--- src/rtl/tone_square_gen_pkg.sv ---
// Shared types and defaults for the square-wave tone generator.
//   state_e    : FSM state encoding (IDLE / PLAY / RELEASE)
//   PW_DEFAULT : default half-period counter width
//   is_off     : classifies a command as a note-off
package tone_square_gen_pkg;

  localparam int unsigned PW_DEFAULT          = 16;
  localparam int unsigned SYNC_STAGES_DEFAULT = 2;

  typedef enum logic [1:0] {
    ST_IDLE    = 2'd0,
    ST_PLAY    = 2'd1,
    ST_RELEASE = 2'd2
  } state_e;

  // A zero half-period is treated the same as an explicit note-off.
  function automatic logic is_off(input logic on, input logic period_zero);
    return !on || period_zero;
  endfunction

endpackage

--- src/rtl/tone_square_gen_edge_sync.sv ---
// Synchroniser plus rising-edge detector for a slow divided clock.
//   clk, rst : system clock, async active-high reset
//   d        : asynchronous input level
//   rise     : one-clk pulse after each synchronised rising edge of d
module tone_square_gen_edge_sync #(
  parameter int unsigned SYNC_STAGES = 2
) (
  input  logic clk,
  input  logic rst,
  input  logic d,
  output logic rise
);

  logic [SYNC_STAGES-1:0] sync_q, sync_d;
  logic                   dly_q, dly_d;

  // Shift chain; the delay flop holds the previous synchronised level.
  always_comb begin
    sync_d = {sync_q[SYNC_STAGES-2:0], d};
    dly_d  = sync_q[SYNC_STAGES-1];
  end

  always_ff @(posedge clk or posedge rst) begin
    if (rst) begin
      sync_q <= '0;
      dly_q  <= 1'b0;
    end else begin
      sync_q <= sync_d;
      dly_q  <= dly_d;
    end
  end

  assign rise = sync_q[SYNC_STAGES-1] & ~dly_q;

endmodule

--- src/rtl/tone_square_gen.sv ---
// Square-wave tone generator driven by a divided reference clock.
//   clk, rst    : system clock, async active-high reset
//   tick_in     : divided reference clock (slow, asynchronous)
//   cmd_valid / cmd_ready : command handshake
//   cmd_on, cmd_period    : note on/retune (period>0) or note off
//   tone_out    : square wave output
//   busy        : generator not idle
//   tick_ce     : synchronised rising-edge enable of tick_in
module tone_square_gen
  import tone_square_gen_pkg::*;
#(
  parameter int unsigned PW          = PW_DEFAULT,
  parameter int unsigned SYNC_STAGES = SYNC_STAGES_DEFAULT
) (
  input  logic          clk,
  input  logic          rst,
  input  logic          tick_in,
  input  logic          cmd_valid,
  output logic          cmd_ready,
  input  logic          cmd_on,
  input  logic [PW-1:0] cmd_period,
  output logic          tone_out,
  output logic          busy,
  output logic          tick_ce
);

  state_e        state_q, state_d;
  logic [PW-1:0] cnt_q, cnt_d;
  logic [PW-1:0] per_q, per_d;
  logic [PW-1:0] pend_q, pend_d;
  logic          tone_q, tone_d;
  logic          busy_q, busy_d;

  logic accept;
  logic cmd_off;
  logic toggle;

  tone_square_gen_edge_sync #(
    .SYNC_STAGES(SYNC_STAGES)
  ) u_edge_sync (
    .clk  (clk),
    .rst  (rst),
    .d    (tick_in),
    .rise (tick_ce)
  );

  // Commands are refused only while a high half-cycle is draining.
  assign cmd_ready = (state_q != ST_RELEASE);
  assign accept    = cmd_valid & cmd_ready;
  assign cmd_off   = is_off(cmd_on, cmd_period == '0);
  assign toggle    = tick_ce & (state_q != ST_IDLE) & (cnt_q == per_q - PW'(1));

  // Next-state, counter and period bookkeeping.
  always_comb begin
    state_d = state_q;
    cnt_d   = cnt_q;
    per_d   = per_q;
    pend_d  = pend_q;
    tone_d  = tone_q;

    // Half-period counter; a retune lands in per_q only at a toggle.
    if (state_q != ST_IDLE) begin
      if (toggle) begin
        cnt_d  = '0;
        tone_d = ~tone_q;
        per_d  = pend_q;
      end else if (tick_ce) begin
        cnt_d = cnt_q + PW'(1);
      end
    end

    case (state_q)
      ST_IDLE: begin
        if (accept && !cmd_off) begin
          state_d = ST_PLAY;
          per_d   = cmd_period;
          pend_d  = cmd_period;
          cnt_d   = '0;
        end
      end
      ST_PLAY: begin
        if (accept) begin
          if (!cmd_off) begin
            pend_d = cmd_period;
          end else if (toggle) begin
            // Falling toggle ends the note now; rising one must drain.
            state_d = tone_q ? ST_IDLE : ST_RELEASE;
          end else if (tone_q) begin
            state_d = ST_RELEASE;
          end else begin
            state_d = ST_IDLE;
            cnt_d   = '0;
          end
        end
      end
      ST_RELEASE: begin
        if (toggle) begin
          state_d = ST_IDLE;
        end
      end
      default: begin
        state_d = ST_IDLE;
      end
    endcase

    busy_d = (state_d != ST_IDLE);
  end

  always_ff @(posedge clk or posedge rst) begin
    if (rst) begin
      state_q <= ST_IDLE;
      cnt_q   <= '0;
      per_q   <= '0;
      pend_q  <= '0;
      tone_q  <= 1'b0;
      busy_q  <= 1'b0;
    end else begin
      state_q <= state_d;
      cnt_q   <= cnt_d;
      per_q   <= per_d;
      pend_q  <= pend_d;
      tone_q  <= tone_d;
      busy_q  <= busy_d;
    end
  end

  assign tone_out = tone_q;
  assign busy     = busy_q;

endmodule
--- config.mk ---
export PLATFORM = sky130hd
export DESIGN_NAME = tone_square_gen
export DESIGN_NICKNAME = d
export VERILOG_FILES = /design/src/rtl/tone_square_gen_pkg.sv /design/src/rtl/tone_square_gen_edge_sync.sv /design/src/rtl/tone_square_gen.sv
export SDC_FILE = /design/constraint.sdc
export NUM_CORES = 1
export LEC_CHECK = 0
export ABC_CLOCK_PERIOD_IN_PS = 2900
export CAP_MARGIN = 40
export CORE_MARGIN = 8
export CORE_UTILIZATION = 34
export CTS_BUF_LIST = sky130_fd_sc_hd__clkbuf_8 sky130_fd_sc_hd__clkbuf_16
export DETAILED_ROUTE_END_ITERATION = 8
export PLACE_DENSITY = 0.5
export SLEW_MARGIN = 0
export SYNTH_ARGS = -nofsm -noshare
export SYNTH_HDL_FRONTEND = slang
export SYNTH_SLANG_ARGS = --single-unit
--- constraint.sdc ---
create_clock -name clk -period 2.9 [get_ports clk]
set_input_delay 0.58 -clock clk [delete_from_list [all_inputs] [get_ports clk]]
set_output_delay 0.58 -clock clk [all_outputs]
set_load 0.02 [all_outputs]
# After elaboration in Yosys (flattened, before gate mapping)
# Cells that the tools add are included.
# W data, S select, Z words.
classes:
  n_addsub: 2
  n_eq_ne: 7
  n_mux: 25
  bitwise: 6
  reduce_logical: 11
op_table:
  columns: ["operator", "count"]
  rows:
  - ["$mux W16", 15]
  - ["$pmux W16 S2", 2]
  - ["$add A16 B1 Y16 const B", 1]
  - ["$eq A16 B16 Y1", 1]
  - ["$logic_not A16 Y1", 1]
  - ["$sub A16 B1 Y16 const B", 1]
  - ["$mux W2", 7]
  - ["$ne A2 B2 Y1 const B", 4]
  - ["$pmux W2 S3", 1]
  - ["$reduce_bool A2 Y1", 3]
  - ["$and A1 B1 Y1", 4]
  - ["$reduce_and A4 Y1", 1]
  - ["$eq A2 B1 Y1 const B", 1]
  - ["$eq A2 B2 Y1 const B", 1]
  - ["$logic_not A1 Y1", 2]
  - ["$logic_not A2 Y1", 1]
  - ["$not A1 Y1", 2]
  - ["$reduce_and A2 Y1", 1]
  - ["$logic_and A1 B1 Y1", 1]
  - ["$logic_or A1 B1 Y1", 1]
totals:
  ff_bits: 55
  input_bits: 21
  out_inout_bits: 4
  elab_cells: 59

# Longest topological paths before layout
# Gate-level depths: netlist of run 1.
logic_depth:
  word_depth: 11
  depth_mapped: 12
  depth_no_buf: 10

# Modules after synthesis
# From an unflattened synthesis of run 1, not the netlist that was laid out.
hier_totals:
  hier_cells: 311
  area_unflattened_um2: 3011.6
modules_own_cells:
  columns: ["module", "instances", "cells_per_inst", "area_per_inst_um2", "seq_area_each_um2"]
  rows:
  - ["tone_square_gen", 1, 306, 2919.0, 1301.2]
  - ["tone_square_gen_edge_sync", 1, 5, 92.6, 75.1]

# Worst setup path after synthesis of run 1
# No wires, ideal clock.
synth_path:
  path_type: "register to register"
  from: "register per_q[0]"
  to: "register per_q[10]"
  arrival_ns: 2.825
  required_ns: 2.763
  path_slack_ns: -0.062
  path_stages_with_launch: 12
  cell_sequence: "dfrtp_1 or4_1 buf_2 o21a_1 or4b_1 a311oi_1 nand4_1 a21oi_2 buf_8 buf_12 mux2i_1 a21oi_1"
synth_via:
  elab_chain_len: 7
synth_rtl:
  columns: ["item", "line_no", "source"]
  rows:
  - ["from (decl)", "tone_square_gen.sv:29", "logic [PW-1:0] per_q, per_d;"]
  - ["from (signal assigned)", "tone_square_gen.sv:120", "per_q <= per_d;"]
  - ["$sub A16 B1 Y16 (*)", "tone_square_gen.sv:51", "assign toggle = tick_ce & (state_q != ST_IDLE) & (cnt_q == per_q - PW'(1));"]
  - ["$eq A16 B16 Y1 (*)", "tone_square_gen.sv:51", null]
  - ["$and A1 B1 Y1 (*)", "tone_square_gen.sv:51", null]
  - ["$mux W16 (*)", "tone_square_gen.sv:63", "if (toggle) begin"]
  - ["$mux W16 (*)", "tone_square_gen.sv:62", "if (state_q != ST_IDLE) begin"]
  - ["$mux W16", "tone_square_gen.sv:74", "if (accept && !cmd_off) begin"]
  - ["$mux W16 (*)", "tone_square_gen.sv:72", "case (state_q)"]
  - ["net per_d[10]", "tone_square_gen.sv:29", null]
# Mark *: on every way through the listed nets, which the timed path passes. The rest lies on a longest branch.
# A chain may end at the register's enable or synchronous reset.

# Worst setup path in the final report of run 1
layout_path:
  from: "register per_q[1]"
  to: "register cnt_q[5]"
layout_via:
  elab_chain_len: 10
layout_rtl:
  columns: ["item", "line_no", "source"]
  rows:
  - ["$sub A16 B1 Y16 (*)", "tone_square_gen.sv:51", null]
  - ["$eq A16 B16 Y1 (*)", "tone_square_gen.sv:51", null]
  - ["$and A1 B1 Y1 (*)", "tone_square_gen.sv:51", null]
  - ["$mux W16", "tone_square_gen.sv:63", null]
  - ["$mux W16", "tone_square_gen.sv:62", null]
  - ["$mux W16", "tone_square_gen.sv:88", "end else if (tone_q) begin"]
  - ["$mux W16", "tone_square_gen.sv:85", "end else if (toggle) begin"]
  - ["$mux W16", "tone_square_gen.sv:83", "if (!cmd_off) begin"]
  - ["$mux W16", "tone_square_gen.sv:82", "if (accept) begin"]
  - ["$pmux W16 S2 (*)", "tone_square_gen.sv:72", null]
  - ["net cnt_d[5]", "tone_square_gen.sv:28", "logic [PW-1:0] cnt_q, cnt_d;"]
  - ["to (signal assigned)", "tone_square_gen.sv:119", "cnt_q <= cnt_d;"]
  - ["to (decl)", "tone_square_gen.sv:28", null]
# Marked as above.

==> flow_metrics.env, run 1 <==
export IMPL_status="finished, violations left"
export IMPL_failed_checks="negative setup slack"
export IMPL_dr_pass1_iters=4
export IMPL_synth_compound_area_frac=0.0846
export IMPL_cts_sinks=55
export IMPL_syn_nets=319
export IMPL_gp_congestion=0.795
export IMPL_antenna_cells=0
export IMPL_fin_hold_ws_ns=0.355
export IMPL_slowest_stage="or4_4"
export IMPL_fin_skew_ns=0.00953
export IMPL_synth_top_family_by_area="simple AND/OR/NAND/NOR gates"
export IMPL_power_density_nw_per_um2=505
export IMPL_min_path_type="reg2reg"
export IMPL_layout_setup_ws_ns=-0.0108
export IMPL_antenna_found_initial=0
export IMPL_fin_crit_sh=1.00
export IMPL_grtUsageTotal=0.119
export IMPL_vias=2231
export IMPL_io_buffers=24
export IMPL_vdd_drop_max_mv=0.205
export IMPL_drv_cap=0
export IMPL_path_clk_slew_ns=0.10
export IMPL_grt_first_pass_wirelength_microns=11500
export IMPL_synth_top_area_frac=0.456
export IMPL_start_util=0.348
export IMPL_yosys_top_cells_count="dfrtp_1 (55), nor2_1 (41), a21oi_1 (17), mux2i_1 (17), xor2_1 (17)"
export IMPL_io_pins=25
export IMPL_tns_ns=-0.0720
export IMPL_yosys_warnings=0
export IMPL_rsz0062_at_grt="true"
export IMPL_cts_tree="done"
export IMPL_final_area_sq_um=3890
export IMPL_drc=0
export IMPL_path_cells="or4_4 > o21a_1 > or4b_1 > a311oi_2 > nand4_1 > a21oi_2 > buf_6 > buf_12 > a31o_4 > clkbuf_16 > nor2_1"
export IMPL_cts_root_buf="clkbuf_8"
export IMPL_synth_edf_count=0
export IMPL_die_h_microns=110
export IMPL_synth_area_leaders="dfrtp_1 (46%), mux2_2 (6.0%), mux2i_1 (5.6%), nor2_1 (5.1%), xor2_1 (4.9%)"
export IMPL_fillCellCount=853
export IMPL_syn_area_sq_um=3020
export IMPL_finalNonFillerCells=456
export IMPL_timing_critical_path_arrival_ns=3.11
export IMPL_fin_nets=370
export IMPL_dp_cells=440
export IMPL_setup_viol=10
export IMPL_numCtsBuffers=5
export IMPL_core_sq_um=8680
export IMPL_wl_per_cell_microns=14.9
export IMPL_grt_pass1_vias=2281
export IMPL_postSynthCellCount=296
export IMPL_die_area_sq_um=12100
export IMPL_die_x_microns=110
export IMPL_timing_fmax_mhz=344
export IMPL_post_place_ws_ns=-0.0554
export IMPL_synth_area_mux_share=0.116
export IMPL_synthSimpleGateAreaFrac=0.192
export IMPL_insertion_delay_ns=0.31
export IMPL_final_min_clock_period_ns=2.91
export IMPL_grt_overflow=0
export IMPL_drtIter0Drc=145
export IMPL_worstPathRequired_ns=3.10
export IMPL_syn_area_per_cell_sq_um=10.2
export IMPL_grt_start_max_net_pins=56
export IMPL_ys_seq_area_frac=0.456
export IMPL_ys_ff_latch=55
export IMPL_drtAntennaViolNets=0
export IMPL_area_growth_pct=29.0
export IMPL_cts_buffer_depth=2
export IMPL_power_mw=1.97
export IMPL_setup_worst_path_start_class="flip-flop"
export IMPL_synth_xor_area_frac=0.101
export IMPL_layout_drive_gt1_share=0.233
export IMPL_crit_type="reg2reg"
export IMPL_place_area_sq_um=3570
export IMPL_final_seq_area_sq_um=1380
export IMPL_endpoint_kind="flip-flop"
export IMPL_multiInputGateArea_sq_um=1590
export IMPL_dp_hpwl_microns=4890
export IMPL_hold_viol_final=0
export IMPL_cpLargestDelayFamily="simple AND/OR/NAND/NOR gates"
export IMPL_yosysTopAreaCell="dfrtp_1"
export IMPL_htree_num_levels=2
export IMPL_leakagePower_nw=1.53
export IMPL_ys_flop_type="dfrtp_1"
export IMPL_yosys_area_share_adder=0.00829
export IMPL_crit_buf_inv=3
export IMPL_drt_vias_per_instance=4.89
export IMPL_routed_wl_microns=6780
export IMPL_fp_row_count=34
export IMPL_crit_fanout=8
export IMPL_fin_util=0.449
export IMPL_worstMarginPinSlew_ns=0.502
export IMPL_finalMaxSlewViolations=0
export IMPL_max_slew_margin_rel=0.663
export IMPL_ys_types=53
export IMPL_async_flop_share=1.00
export IMPL_slowest_delay_ns=0.55
export IMPL_post_synth_top_count_cell="dfrtp_1"
## report_power, final
part / internal, mW / switching (mW) / total (mW)
Combinational: 0.235 / 0.210 / 0.444
Sequential: 0.859 / 0.0688 / 0.928
Clock: 0.342 / 0.251 / 0.593
Total: 1.44 / 0.530 / 1.97
## cell usage in the layout, fill, tap and decap left out, types with 7 or more instances in the layout
cell type         n
a21oi_1          17
buf_4            24
clkdlybuf4s50_1  24
dfrtp_1          55
inv_1             8
mux2_2           16
mux2i_1          17
nand2_1          10
nand3_1           7
nand4_1           7
nor2_1           35
nor3_1            8
nor4_1            7
xnor2_1          16
xor2_1           17
## area by class of cell
class	count	share of cell area
clock inverter	3	0.0164
multi-input combinational	218	0.408
timing repair buffer	59	0.162
clock buffer	5	0.0177
inverter	8	0.00771
tap	108	0.0347
sequential	55	0.353
## per-layer routing
metal  global-route usage  vias to the layer above  share of wire
met5                    0                        -              0
met4               0.0295                        0         0.0068
met3               0.0192                        5          0.016
met2                0.187                       20           0.45
met1                0.166                     1059           0.53
li1                     -                     1147              -
## flip-flops by register name (all words and copies together) (netlist names)
| name | flops |
|---|---|
| state_q | 2 |
| cnt_q | 16 |
| per_q | 16 |
| tone_out | 1 |
| busy | 1 |
| u_edge_sync.sync_q | 2 |
| u_edge_sync.dly_q | 1 |
| pend_q | 16 |
## path summary, 6_finish.rpt
path / from / to / slack [ns] / cells after the start
max: per_q[1] / cnt_q[5] / -0.01 / 11
min: u_edge_sync.sync_q[0] / u_edge_sync.sync_q[1] / 0.35 / 0
max reg2reg: per_q[1] / cnt_q[5] / -0.01 / 11
min reg2reg: u_edge_sync.sync_q[0] / u_edge_sync.sync_q[1] / 0.35 / 0
max in group asynchronous: rst / per_q[4] / 2.00 / 3
min in group asynchronous: rst / u_edge_sync.sync_q[0] / 0.63 / 3
## what timing repair did
item	CTS	global route
gates resized for setup	4	16
hold buffers	0	0
setup endpoints to repair	25	35
gates cloned	1	2
buffers inserted	3	2
pin swaps	15	16
## cell families (layout without fill, tap and decap cells)
family          after synthesis  in the layout
buf+inv                      23             75
flops                        55             55
xor+xnor                     34             34
compound gates               38             38
fa+ha+maj                     2              2
simple gates                111            111
mux                          33             33
Power figures use the tool's default switching activity.
==> inputs of run 2 (changes only) <==
- CORE_MARGIN: 8 -> 1.5
==> run 2 against run 1 <==
Effect of this change: the run now ends clean; critical path depth decreased by 2; combinational power shrank 9.2%; largest cell class unchanged; first-iteration DRC count down 54%; power fell by 9.6%; utilization fell by 2.7 points; final cell count is 2.0% lower; non-clock buffer count down 9; maximum frequency grew 1.1%; clock power decreased by 26%; design area down 6.0%.
==> flow_metrics.env, run 2 (synthesis gave the netlist of run 1 again) <==
export IMPL_grt_first_pass_wirelength_microns=10800
export IMPL_insertion_delay_ns=0.32
export IMPL_timing_critical_path_arrival_ns=3.08
export IMPL_fin_crit_sh=0.993
export IMPL_leakagePower_nw=1.44
export IMPL_cts_buffer_depth=2
export IMPL_wl_per_cell_microns=14.1
export IMPL_numCtsBuffers=5
export IMPL_seqPwrFrac=0.525
export IMPL_power_density_nw_per_um2=486
export IMPL_max_slew_margin_rel=0.644
export IMPL_grtUsageTotal=0.140
export IMPL_dp_hpwl_microns=4810
export IMPL_start_util=0.348
export IMPL_cpLargestDelayFamily="simple AND/OR/NAND/NOR gates"
export IMPL_core_sq_um=8680
export IMPL_fin_nets=361
export IMPL_slowest_stage="or4_4"
export IMPL_dr_pass1_iters=4
export IMPL_grt_overflow=0
export IMPL_hold_viol_final=0
export IMPL_final_seq_area_sq_um=1380
export IMPL_final_min_clock_period_ns=2.88
export IMPL_endpoint_kind="flip-flop"
export IMPL_antenna_found_initial=0
export IMPL_final_cell_mix="dfrtp_1 (55), nor2_1 (41), clkdlybuf4s50_1 (24), buf_4 (21)"
export IMPL_drt_vias_per_instance=4.93
export IMPL_vdd_drop_max_mv=0.270
export IMPL_drtIter0Drc=67
export IMPL_reg_largest_list="cnt_q x16, pend_q x16, per_q x16"
export IMPL_io_buffers=24
export IMPL_routed_wl_microns=6300
export IMPL_drc=0
export IMPL_switching_power_uw=530
export IMPL_crit_fanout=12
export IMPL_area_growth_pct=21.3
export IMPL_gp_congestion=0.835
export IMPL_die_area_sq_um=9450
export IMPL_finalNonFillerCells=447
export IMPL_drv_cap=0
export IMPL_fin_util=0.422
export IMPL_finalMaxSlewViolations=0
export IMPL_min_path_type="reg2reg"
export IMPL_switching_share=0.298
export IMPL_fp_row_count=34
export IMPL_status="finished clean"
export IMPL_hold_buffers=0
export IMPL_antenna_cells=0
export IMPL_multiInputGateArea_sq_um=1560
export IMPL_combPwrFrac=0.227
export IMPL_worstPathRequired_ns=3.10
export IMPL_fillCellCount=863
export IMPL_layout_drive_gt1_share=0.198
export IMPL_path_clk_slew_ns=0.10
export IMPL_cts_sinks=55
export IMPL_crit_buf_inv=1
export IMPL_crit_type="reg2reg"
export IMPL_cts_root_buf="clkbuf_8"
export IMPL_slowest_delay_ns=0.55
export IMPL_die_x_microns=97.2
export IMPL_timing_fmax_mhz=347
export IMPL_setup_viol=0
export IMPL_dp_cells=438
export IMPL_internal_power_mw=1.25
export IMPL_cts_tree="done"
export IMPL_worstMarginPinSlew_ns=0.530
export IMPL_rsz0062_at_grt="true"
export IMPL_tns_ns=0
export IMPL_setup_worst_path_start_class="flip-flop"
export IMPL_die_h_microns=97.2
export IMPL_vias=2203
export IMPL_path_cells="or4_4 > o21a_1 > or4b_4 > a311oi_2 > nand4_1 > a21oi_2 > buf_6 > mux2i_1 > a21oi_1"
export IMPL_fin_skew_ns=0.0196
export IMPL_htree_num_levels=2
export IMPL_grt_pass1_vias=2167
export IMPL_fin_hold_ws_ns=0.358
export IMPL_grt_start_max_net_pins=33
export IMPL_clockPowerShare=0.248
export IMPL_drtAntennaViolNets=0
export IMPL_mostFrequentLayoutCell="dfrtp_1"
export IMPL_io_pins=25
-- run 2: power groups by stage --
| stage | sequential (mW) | combinational [mW] | clock (mW) |
|---|---|---|---|
| 5_1_grt | 0.946 | 0.449 | 0.486 |
| 3_3_place_gp | 0.948 | 0.395 | 0 |
| 3_5_place_dp | 0.948 | 0.399 | 0 |
| 4_1_cts | 0.933 | 0.406 | 0.455 |
| 6_report | 0.933 | 0.403 | 0.441 |
| 2_1_floorplan | 0.940 | 0.245 | 0 |
-- run 2: area by class of cell --
cell class / instances / share of cell area
Clock buffer: 5 / 0.0188
Clock inverter: 3 / 0.00615
Inverter: 8 / 0.00821
Sequential cell: 55 / 0.376
Multi-Input combinational cell: 218 / 0.425
Tap cell: 108 / 0.0369
Timing Repair Buffer: 50 / 0.129
-- run 2: final timing paths --
check	startpoint	cells past startpoint	slack [ns]	endpoint
min in group asynchronous	rst	2	0.48	tone_out
max in group asynchronous	rst	3	1.82	per_q[7]
setup / recovery	per_q[1]	9	0.02	per_q[4]
hold / removal	u_edge_sync.sync_q[0]	0	0.36	u_edge_sync.sync_q[1]
hold reg to reg	u_edge_sync.sync_q[0]	0	0.36	u_edge_sync.sync_q[1]
setup reg to reg	per_q[1]	9	0.02	per_q[4]
-- run 2: metrics by stage --
| step | instance area (sq um) | worst slack [ns] | power, mW |
|---|---|---|---|
| after global placement | 3520 | -0.00436 | 1.34 |
| after detailed placement | 3520 | -0.0288 | 1.35 |
| after global routing | 3660 | -0.131 | 1.88 |
| after CTS | 3640 | 0.0104 | 1.79 |
| final | 3660 | 0.0207 | 1.78 |
| after floorplan | 3030 | -0.00415 | 1.18 |
-- run 2: metal layers --
layer / wire [microns] / GRT usage / vias up
met5: 0 / 0 / -
met4: 50 / 0.0297 / 0
met3: 154 / 0.0245 / 4
met2: 2850 / 0.227 / 30
met1: 3250 / 0.196 / 1036
li1: - / - / 1133
-- run 2: repair_timing --
| item | CTS | global route |
|---|---|---|
| setup buffers | 0 | 1 |
| gates resized for setup | 6 | 3 |
| endpoints found under the setup margin | 29 | 35 |
| pin swaps | 1 | 2 |
| endpoints found under the hold margin | 0 | 0 |
